**src/rtl/fifo_pkg.sv**
```systemverilog
// Shared types and helpers for the configurable flop FIFO.
//   fifo_mode_e : read-port behaviour (registered or first-word-fall-through)
//   clog2_cnt   : width of an occupancy counter able to hold 0..depth
package fifo_pkg;

  typedef enum logic {
    FIFO_STD  = 1'b0,
    FIFO_FWFT = 1'b1
  } fifo_mode_e;

  function automatic int clog2_cnt(input int depth);
    return $clog2(depth + 1);
  endfunction

endpackage

```
**src/rtl/fifo_ptr_ctrl.sv**
```systemverilog
// Pointer, occupancy and error-flag control for the flop FIFO.
// Ports:
//   clk, rst          clock, synchronous active-high reset
//   push, pop         raw requests from producer / consumer
//   err_clr           clears sticky ovf / udf (a new error in the same cycle wins)
//   wr_ptr, rd_ptr    storage addresses, wrap naturally
//   push_ok, pop_ok   qualified requests actually performed this cycle
//   count             occupancy 0..DEPTH
//   full, pndng       derived from count only
//   ovf, udf          sticky dropped-push / empty-pop flags
module fifo_ptr_ctrl
  import fifo_pkg::*;
#(
  parameter int DEPTH = 16,
  parameter int AW    = $clog2(DEPTH),
  parameter int CW    = clog2_cnt(DEPTH)
) (
  input  logic          clk,
  input  logic          rst,
  input  logic          push,
  input  logic          pop,
  input  logic          err_clr,
  output logic [AW-1:0] wr_ptr,
  output logic [AW-1:0] rd_ptr,
  output logic          push_ok,
  output logic          pop_ok,
  output logic [CW-1:0] count,
  output logic          full,
  output logic          pndng,
  output logic          ovf,
  output logic          udf
);

  assign full  = (count == CW'(DEPTH));
  assign pndng = (count != '0);

  // A pop at full frees the slot the push lands in, so it is accepted.
  assign push_ok = push & (~full | pop);
  assign pop_ok  = pop & pndng;

  always_ff @(posedge clk) begin
    if (rst) begin
      wr_ptr <= '0;
      rd_ptr <= '0;
      count  <= '0;
      ovf    <= 1'b0;
      udf    <= 1'b0;
    end else begin
      if (push_ok) wr_ptr <= wr_ptr + 1'b1;
      if (pop_ok)  rd_ptr <= rd_ptr + 1'b1;

      case ({push_ok, pop_ok})
        2'b10:   count <= count + 1'b1;
        2'b01:   count <= count - 1'b1;
        default: count <= count;
      endcase

      if (push & ~push_ok) ovf <= 1'b1;
      else if (err_clr)    ovf <= 1'b0;

      if (pop & ~pop_ok)   udf <= 1'b1;
      else if (err_clr)    udf <= 1'b0;
    end
  end

endmodule

```
**src/rtl/fifo_flops_cfg.sv**
```systemverilog
// Parametrised flop-based synchronous FIFO with selectable read mode,
// occupancy count, almost-full/empty flags and sticky error flags.
// Ports:
//   clk, rst            clock, synchronous active-high reset
//   Din, push           write data / write request
//   pop                 read request
//   err_clr             clears sticky ovf / udf
//   Dout                read data (registered in FIFO_STD, head word in FIFO_FWFT)
//   full, pndng         count == DEPTH, count != 0
//   almost_full/empty   count >= AFULL_TH, count <= AEMPTY_TH
//   count               occupancy 0..DEPTH
//   ovf, udf            sticky dropped-push / empty-pop
module fifo_flops_cfg
  import fifo_pkg::*;
#(
  parameter int         DEPTH     = 16,
  parameter int         BITS      = 16,
  parameter fifo_mode_e MODE      = FIFO_STD,
  parameter int         AFULL_TH  = DEPTH - 2,
  parameter int         AEMPTY_TH = 2
) (
  input  logic                           clk,
  input  logic                           rst,
  input  logic [BITS-1:0]                Din,
  input  logic                           push,
  input  logic                           pop,
  input  logic                           err_clr,
  output logic [BITS-1:0]                Dout,
  output logic                           full,
  output logic                           pndng,
  output logic                           almost_full,
  output logic                           almost_empty,
  output logic [clog2_cnt(DEPTH)-1:0]    count,
  output logic                           ovf,
  output logic                           udf
);

  localparam int AW = $clog2(DEPTH);
  localparam int CW = clog2_cnt(DEPTH);

  if ((DEPTH < 2) || ((DEPTH & (DEPTH - 1)) != 0)) begin : g_bad_depth
    $error("fifo_flops_cfg: DEPTH must be a power of two >= 2");
  end
  if (!((AEMPTY_TH < AFULL_TH) && (AFULL_TH <= DEPTH))) begin : g_bad_thresh
    $error("fifo_flops_cfg: thresholds must satisfy AEMPTY_TH < AFULL_TH <= DEPTH");
  end

  logic [AW-1:0]   wr_ptr;
  logic [AW-1:0]   rd_ptr;
  logic            push_ok;
  logic            pop_ok;
  logic [BITS-1:0] mem [DEPTH];

  fifo_ptr_ctrl #(
    .DEPTH (DEPTH),
    .AW    (AW),
    .CW    (CW)
  ) u_ptr_ctrl (
    .clk     (clk),
    .rst     (rst),
    .push    (push),
    .pop     (pop),
    .err_clr (err_clr),
    .wr_ptr  (wr_ptr),
    .rd_ptr  (rd_ptr),
    .push_ok (push_ok),
    .pop_ok  (pop_ok),
    .count   (count),
    .full    (full),
    .pndng   (pndng),
    .ovf     (ovf),
    .udf     (udf)
  );

  assign almost_full  = (count >= CW'(AFULL_TH));
  assign almost_empty = (count <= CW'(AEMPTY_TH));

  // Storage is deliberately not reset; validity is tracked by count.
  always_ff @(posedge clk) begin
    if (push_ok) mem[wr_ptr] <= Din;
  end

  if (MODE == FIFO_FWFT) begin : g_fwft
    assign Dout = pndng ? mem[rd_ptr] : '0;
  end else begin : g_std
    logic [BITS-1:0] dout_q;
    always_ff @(posedge clk) begin
      if (rst)         dout_q <= '0;
      else if (pop_ok) dout_q <= mem[rd_ptr];
    end
    assign Dout = dout_q;
  end

endmodule

```
**config.mk**
```make
export PLATFORM = sky130hd
export DESIGN_NAME = fifo_flops_cfg
export DESIGN_NICKNAME = d
export VERILOG_FILES = /design/src/rtl/fifo_pkg.sv /design/src/rtl/fifo_ptr_ctrl.sv /design/src/rtl/fifo_flops_cfg.sv
export SDC_FILE = /design/constraint.sdc
export NUM_CORES = 1
export LEC_CHECK = 0
export BUFFER_PORTS_ARGS = -buffer_cell sky130_fd_sc_hd__buf_4
export CORE_AREA = 2 2 146 148
export CTS_BUF_LIST = sky130_fd_sc_hd__clkbuf_4 sky130_fd_sc_hd__clkbuf_8 sky130_fd_sc_hd__clkbuf_16
export DETAILED_ROUTE_END_ITERATION = 10
export DIE_AREA = 0 0 148 150
export PLACE_DENSITY = 0.73
export SYNTH_ARGS = -nofsm -noshare
export SYNTH_HDL_FRONTEND = slang
export SYNTH_SLANG_ARGS = --single-unit
```
**constraint.sdc**
```tcl
create_clock -name clk -period 3.1 [get_ports clk]
set_input_delay 0.62 -clock clk [delete_from_list [all_inputs] [get_ports clk]]
set_output_delay 0.62 -clock clk [all_outputs]
set_load 0.03 [all_outputs]
```
==> results of run 1 <==
-- metrics by stage --
stage	power (uW)	cells	setup slack (ps)	instance area [um^2]	hold slack, ps
6_report	9890	994	116	12800	363
2_1_floorplan	6180	637	0.684	11200	477
3_5_place_dp	6790	946	113	12000	488
4_1_cts	9920	994	78.5	12800	355
3_3_place_gp	6710	946	249	12000	490
5_1_grt	10200	994	18.0	12800	392
-- registers in the layout, indices dropped and copies added, names as in the netlist --
| name | flops |
|---|---|
| mem | 256 |
| Dout | 16 |
| u_ptr_ctrl.count | 5 |
| u_ptr_ctrl.rd_ptr | 4 |
| u_ptr_ctrl.wr_ptr | 4 |
| u_ptr_ctrl.ovf | 1 |
| u_ptr_ctrl.udf | 1 |
-- per-layer routing --
| metal | vias to the layer above | part of all wire |
|---|---|---|
| met3 | 34 | 0.057 |
| li1 | 2664 | - |
| met1 | 3037 | 0.44 |
| met4 | 0 | 0.016 |
| met2 | 207 | 0.49 |
| met5 | - | 0 |
-- layout by cell type (no fill, tap or decap), types with 13 or more instances in the layout --
master	instances
edfxtp_1	256
buf_4	71
mux2i_1	65
nor2_1	42
o22ai_1	33
mux4_2	32
dfxtp_1	28
clkbuf_16	27
a22o_1	16
nor4_1	16
nand2_1	13
nor3_2	13
-- power breakdown --
group          internal [uW]  switching (uW)  leakage, uW  total [uW]
clock network           1830            1350     0.000425        3170
logic                    842            1310      0.00115        2150
registers               4420             140      0.00257        4560
-- repair_timing --
item                       in CTS  in global routing
setup buffers                   0                  0
setup endpoints to repair       0                  2
gates resized for setup         0                  1
hold endpoints to repair        0                  0
-- cells by family after synthesis --
family,Yosys count
AO/OA/AOI/OAI,74
XOR/XNOR,9
adder cells (fa/ha/maj),9
buffers and inverters,47
flip-flops,287
multiplexers,97
AND/OR/NAND/NOR,114
-- cell type report --
type / count / area share
sequential: 287 / 0.648
multi-input combinational: 303 / 0.212
clock buffer: 36 / 0.0603
timing repair buffer: 73 / 0.0446
tap: 275 / 0.0268
clock inverter: 12 / 0.00653
inverter: 8 / 0.00253
-- critical path: stages (launching register included) --
cell and delay (ps):
dfxtp_1 390, or4_4 640, o21a_1 290, inv_1 130
ha_2 290, ha_1 230, or4b_2 590, a21oi_1 190
a31oi_1 70, nand3_1 110
-- final timing paths --
kind                            cells past startpoint  slack [ps]                start             endpoint
worst max register to register                      9         120  u_ptr_ctrl.count[0]  u_ptr_ctrl.count[4]
worst max-delay path                                9         120  u_ptr_ctrl.count[0]  u_ptr_ctrl.count[4]
worst min register to register                      2         500              Dout[2]              Dout[2]
worst min-delay path                                3         360                 push       u_ptr_ctrl.ovf
==> run_results.csv, run 1 <==
group,metric,value,unit
status,outcome,"finished, final reports clean",
timing,rsz0062_at_grt,"no",
critical_path,crit_fanout,9,
logic_synthesis,synth_area_leaders,"edfxtp_1 (68%), mux4_2 (6.4%), mux2i_1 (5.8%)",
clock_network,cts_buffer_depth,3,
global_routing,gr-total-overflow,0,
finish,seq_area,8310,um^2
timing,fin_skew,7.45,ps
clock_network,clkLatencyLatePin,530,ps
detailed_routing,drc,0,
logic_synthesis,synth.distinct_cells,43,
power,pwr_density_cell,770,nW/um^2
detailed_routing,firstDrtPassIters,5,
power,power.leakage,0.00415,uW
critical_path,cp.arrival,3450,ps
logic_synthesis,synthArstFlopShare,0,
floorplanning,design.portCount,48,
floorplanning,chipHeight,150,um
detailed_routing,vias,5942,
timing,tightest_slew,815,ps
floorplanning,die_x,148,um
power,ir_drop,319,uV
clock_network,root_buffer,"clkbuf_16",
clock_network,ctsHoldBuffers,0,
job,cap_viol_max_count,0,
logic_synthesis,synth-seq-area-share,0.739,
floorplanning,placementRows,53,
global_routing,grt_use_met2,0.343,
critical_path,worstSetupPathType,"flop to flop",
finish,diodes,0,
finish,fin_util,0.621,
logic_synthesis,ys_warn_count,0,
global_routing,grt-busiest-layer,"met2",
timing,finalHoldViolations,0,
logic_synthesis,synth-edff-count,256,
critical_path,start_kind,"flop",
finish,fillers,1445,
timing,relSlewSlack,0.455,
logic_synthesis,syn_inst,637,
place,finalWeightedCongestion,0.822,
timing,final_max_slew_viol_count,0,
logic_synthesis,synth_xor_xnor_area_share,0.00701,
timing,fmax,335,MHz
timing,fin_crit_sh,0.963,
logic_synthesis,synth_top_family_by_area,"multiplexers",
critical_path,crit_required,3570,ps
global_routing,grt_max_degree,56,
logic_synthesis,synth_compound_area_frac,0.0471,
timing,period_needed,2980,ps
logic_synthesis,muxShareOfSynthArea,0.122,
global_routing,met1_usage,0.296,
detailed_routing,antenna_left,0,
detailed_routing,vias_per_cell,5.98,
logic_synthesis,synth_top_area_cell,"edfxtp_1",
finish,multi_input_area,2720,um^2
logic_synthesis,yosys.area_share.simple,0.0537,
clock_network,htree_levels,1,
worst_hold_path,hold_class,"input port to flop",
clock_network,cts_tree,"yes",
global_routing,track_usage,0.207,
logic_synthesis,synthAdderAreaFrac,0.0100,
logic_synthesis,synth_most_common_cell,"edfxtp_1",
logic_synthesis,synth_ff_type,"edfxtp_1",
finish,drive_above_1_share,0.236,
global_routing,use_met3,0.0274,
logic_synthesis,synth_top_area_frac,0.684,
critical_path,cp-end-kind,"flop",
place,numPortBuffers,47,
detailed_routing,first_iter_violations,512,
logic_synthesis,synth_top_cells_by_count,"edfxtp_1 (256), mux2i_1 (65), nor2_1 (42), o22ai_1 (33), mux4_2 (32)",
logic_synthesis,netlist_area,11200,um^2
finish,area_growth,14.2,%
logic_synthesis,ys_seq_elements,287,
clock_network,cts-buffers-inserted,27,
logic_synthesis,synth.avg_cell_area,17.6,um^2
global_routing,grt_pass1_wl,34700,um
logic_synthesis,synthesis.nets,667,
place,dp_hpwl,13900,um
clock_network,clkTransAtPathRegs,60,ps
timing,setup-tns-final,0,ps
detailed_routing,wl_per_cell,23.0,um
floorplanning,start_util,0.543,
floorplanning,core,20700,um^2
finish,fin_nets,730,
global_routing,antenna_found_initial,0,
floorplanning,dieArea,22200,um^2
clock_network,cts.sinks,287,
detailed_routing,drt-total-wl,22900,um
global_routing,grt_pass1_vias,5995,
timing,setup_violations,0,
(Power assumes the default switching activity.)
==> inputs of run 2 (changes only) <==
--- a/config.mk
+++ b/config.mk
@@ -6,11 +6,12 @@
 export NUM_CORES = 1
 export LEC_CHECK = 0
 export BUFFER_PORTS_ARGS = -buffer_cell sky130_fd_sc_hd__buf_4
-export CORE_AREA = 2 2 146 148
+export CORE_AREA = 2 2 139 141
 export CTS_BUF_LIST = sky130_fd_sc_hd__clkbuf_4 sky130_fd_sc_hd__clkbuf_8 sky130_fd_sc_hd__clkbuf_16
 export DETAILED_ROUTE_END_ITERATION = 10
-export DIE_AREA = 0 0 148 150
-export PLACE_DENSITY = 0.73
+export DIE_AREA = 0 0 141 143
+export PLACE_DENSITY = 0.76
+export RECOVER_POWER = 25
 export SYNTH_ARGS = -nofsm -noshare
 export SYNTH_HDL_FRONTEND = slang
 export SYNTH_SLANG_ARGS = --single-unit
==> constraint.sdc (replaced) <==
create_clock -name clk -period 3.4 [get_ports clk]
set_input_delay 0.68 -clock clk [delete_from_list [all_inputs] [get_ports clk]]
set_output_delay 0.68 -clock clk [all_outputs]
set_load 0.03 [all_outputs]
==> run_results.csv, run 2 (synthesis gave the netlist of run 1 again) <==
group,metric,value,unit
global_routing,antenna_found_initial,0,
power,p_clk_frac,0.324,
power,switching_share,0.282,
global_routing,grt_max_degree,49,
finish,top_register,"mem",
critical_path,rr_endpoint,"u_ptr_ctrl.count[4]",
floorplanning,design.portCount,48,
critical_path,timing.critical_path.buf_inv,1,
timing,fin_skew,12.8,ps
timing,fin_crit_sh,0.942,
place,dp.cells,901,
critical_path,reg2reg_depth,9,
timing,period_needed,3200,ps
global_routing,track_usage,0.235,
critical_path,crit_family,"simple AND/OR/NAND/NOR gates",
clock_network,cts_tree,"yes",
critical_path,worstSetupPathType,"flop to flop",
clock_network,clkLatencyLatePin,530,ps
worst_hold_path,holdCritStartpoint,"push",
clock_network,root_buffer,"clkbuf_16",
timing,tightest_slew,870,ps
critical_path,crit_fanout,11,
worst_hold_path,whs_path_depth,3,
place,dp_hpwl,14000,um
finish,fin_nets,728,
clock_network,clkTransAtPathRegs,60,ps
place,numPortBuffers,47,
critical_path,start_kind,"flop",
clock_network,cts.sinks,287,
clock_network,cts_resized,0,
clock_network,cts_buffer_depth,3,
floorplanning,placementRows,50,
finish,final_cell_mix,"edfxtp_1 (256), mux2i_1 (65), buf_4 (55)",
critical_path,critical_path.startpoint,"u_ptr_ctrl.count[1]",
detailed_routing,vias,6053,
detailed_routing,wl_per_cell,24.3,um
worst_hold_path,hold_class,"input port to flop",
detailed_routing,vias_per_cell,6.35,
critical_path,cp.arrival,3680,ps
global_routing,grt_pass1_wl,35400,um
finish,fin_area,12700,um^2
timing,setup_violations,0,
power,internal_power,6500,uW
finish,drive_above_1_share,0.213,
critical_path,endpoint,"u_ptr_ctrl.count[4]",
power,power.leakage,0.00410,uW
timing,relSlewSlack,0.418,
finish,layout_commonest_cell,"edfxtp_1",
detailed_routing,firstDrtPassIters,5,
timing,fmax,312,MHz
critical_path,crit_cells,9,
power,pwr_density_cell,711,nW/um^2
floorplanning,core,18600,um^2
finish,fin_util,0.686,
clock_network,htree_levels,1,
place,finalWeightedCongestion,0.806,
finish,final_cells,953,
timing,final_max_slew_viol_count,0,
power,power_switching,2550,uW
critical_path,cp-end-kind,"flop",
timing,rsz0062_at_grt,"no",
detailed_routing,drc,0,
place,place_area,11900,um^2
critical_path,crit_top_cell,"ha_1",
global_routing,gr-total-overflow,0,
power,p_seq_frac,0.461,
power,power_frac_comb,0.215,
critical_path,max_stage_delay,640,ps
floorplanning,chipHeight,143,um
clock_network,cts-buffers-inserted,29,
floorplanning,die_x,141,um
power,ir_drop,422,uV
job,cap_viol_max_count,0,
floorplanning,dieArea,20200,um^2
critical_path,slowest_stage,"or4_4",
floorplanning,start_util,0.605,
detailed_routing,drt-total-wl,23100,um
finish,fillers,1173,
finish,diodes,0,
critical_path,crit_required,3870,ps
timing,setup-tns-final,0,ps
critical_path,rrSetupSlack,200,ps
finish,largest_reg_flops,256,
timing,finalHoldViolations,0,
global_routing,grt_pass1_vias,6052,
detailed_routing,antenna_left,0,
clock_network,post_cts_buffers,0,
critical_path,critical_path.reg2reg.startpoint,"u_ptr_ctrl.count[1]",
clock_network,ctsHoldBuffers,0,
status,outcome,"finished, final reports clean",
finish,area_growth,13.3,%
detailed_routing,first_iter_violations,614,
critical_path,path_cells,"or4_4 -> o21a_1 -> inv_1 -> ha_1 -> ha_1 -> or4b_2 -> a21oi_1 -> a31oi_1 -> nand3_1",
[run 2: cell types whose count changed in the layout (fill, tap and decap cells not counted), moves of 3 or more]
cell	previous run	this run
clkinv_1	5	10
buf_4	71	55
clkinv_2	4	1
clkbuf_4	4	11
clkbuf_8	5	0
clkbuf_1	0	12
[run 2: per-stage QoR]
step	hold WS [ps]	setup slack (ps)	power, uW
after floorplan	477	253	5630
after global placement	484	538	6110
after detailed placement	483	326	6190
after CTS	415	302	9090
after global routing	425	68.4	9390
final	431	198	9060
[run 2: metal layers]
layer | global-route usage | wire length [um] | up-vias | share of wire
li1 | - | - | 2662 | -
met1 | 0.333 | 9860 | 3046 | 0.43
met2 | 0.384 | 11100 | 290 | 0.48
met3 | 0.0402 | 1680 | 55 | 0.072
met4 | 0.0695 | 508 | 0 | 0.022
met5 | 0 | 0 | - | 0
[run 2: layout make-up]
type                    instances  area (um^2)  area share
inverters                       8         32.5     0.00255
clock inverters                12         72.6     0.00570
flip-flops and latches        287         8310       0.653
clock buffers                  40          808      0.0635
repair buffers                 69          498      0.0391
multi-input cells             303         2720       0.214
well taps                     234          293      0.0230
[run 2: worst register-to-register path, delay by kind of cell (launching register included)]
| kind | cells | cell delay (ps) |
|---|---|---|
| adder cells (fa/ha/maj) | 2 | 610 |
| AND/OR/NAND/NOR | 3 | 1380 |
| AO/OA/AOI/OAI | 3 | 610 |
| buffers and inverters | 1 | 130 |
| flip-flops | 1 | 430 |
[run 2: worst min-delay path by stage]
stage                                 endpoint
after floorplan           u_ptr_ctrl.wr_ptr[1]
after global placement                Dout[13]
after detailed placement              Dout[13]
after CTS                       u_ptr_ctrl.ovf
after global routing            u_ptr_ctrl.ovf
final                           u_ptr_ctrl.ovf
[run 2: power by group through the flow]
stage	logic [uW]	registers (uW)	clock network, uW
6_report	1950	4180	2930
5_1_grt	2090	4200	3100
3_3_place_gp	1880	4230	0
4_1_cts	1960	4170	2960
2_1_floorplan	1210	4420	0
3_5_place_dp	1940	4250	0
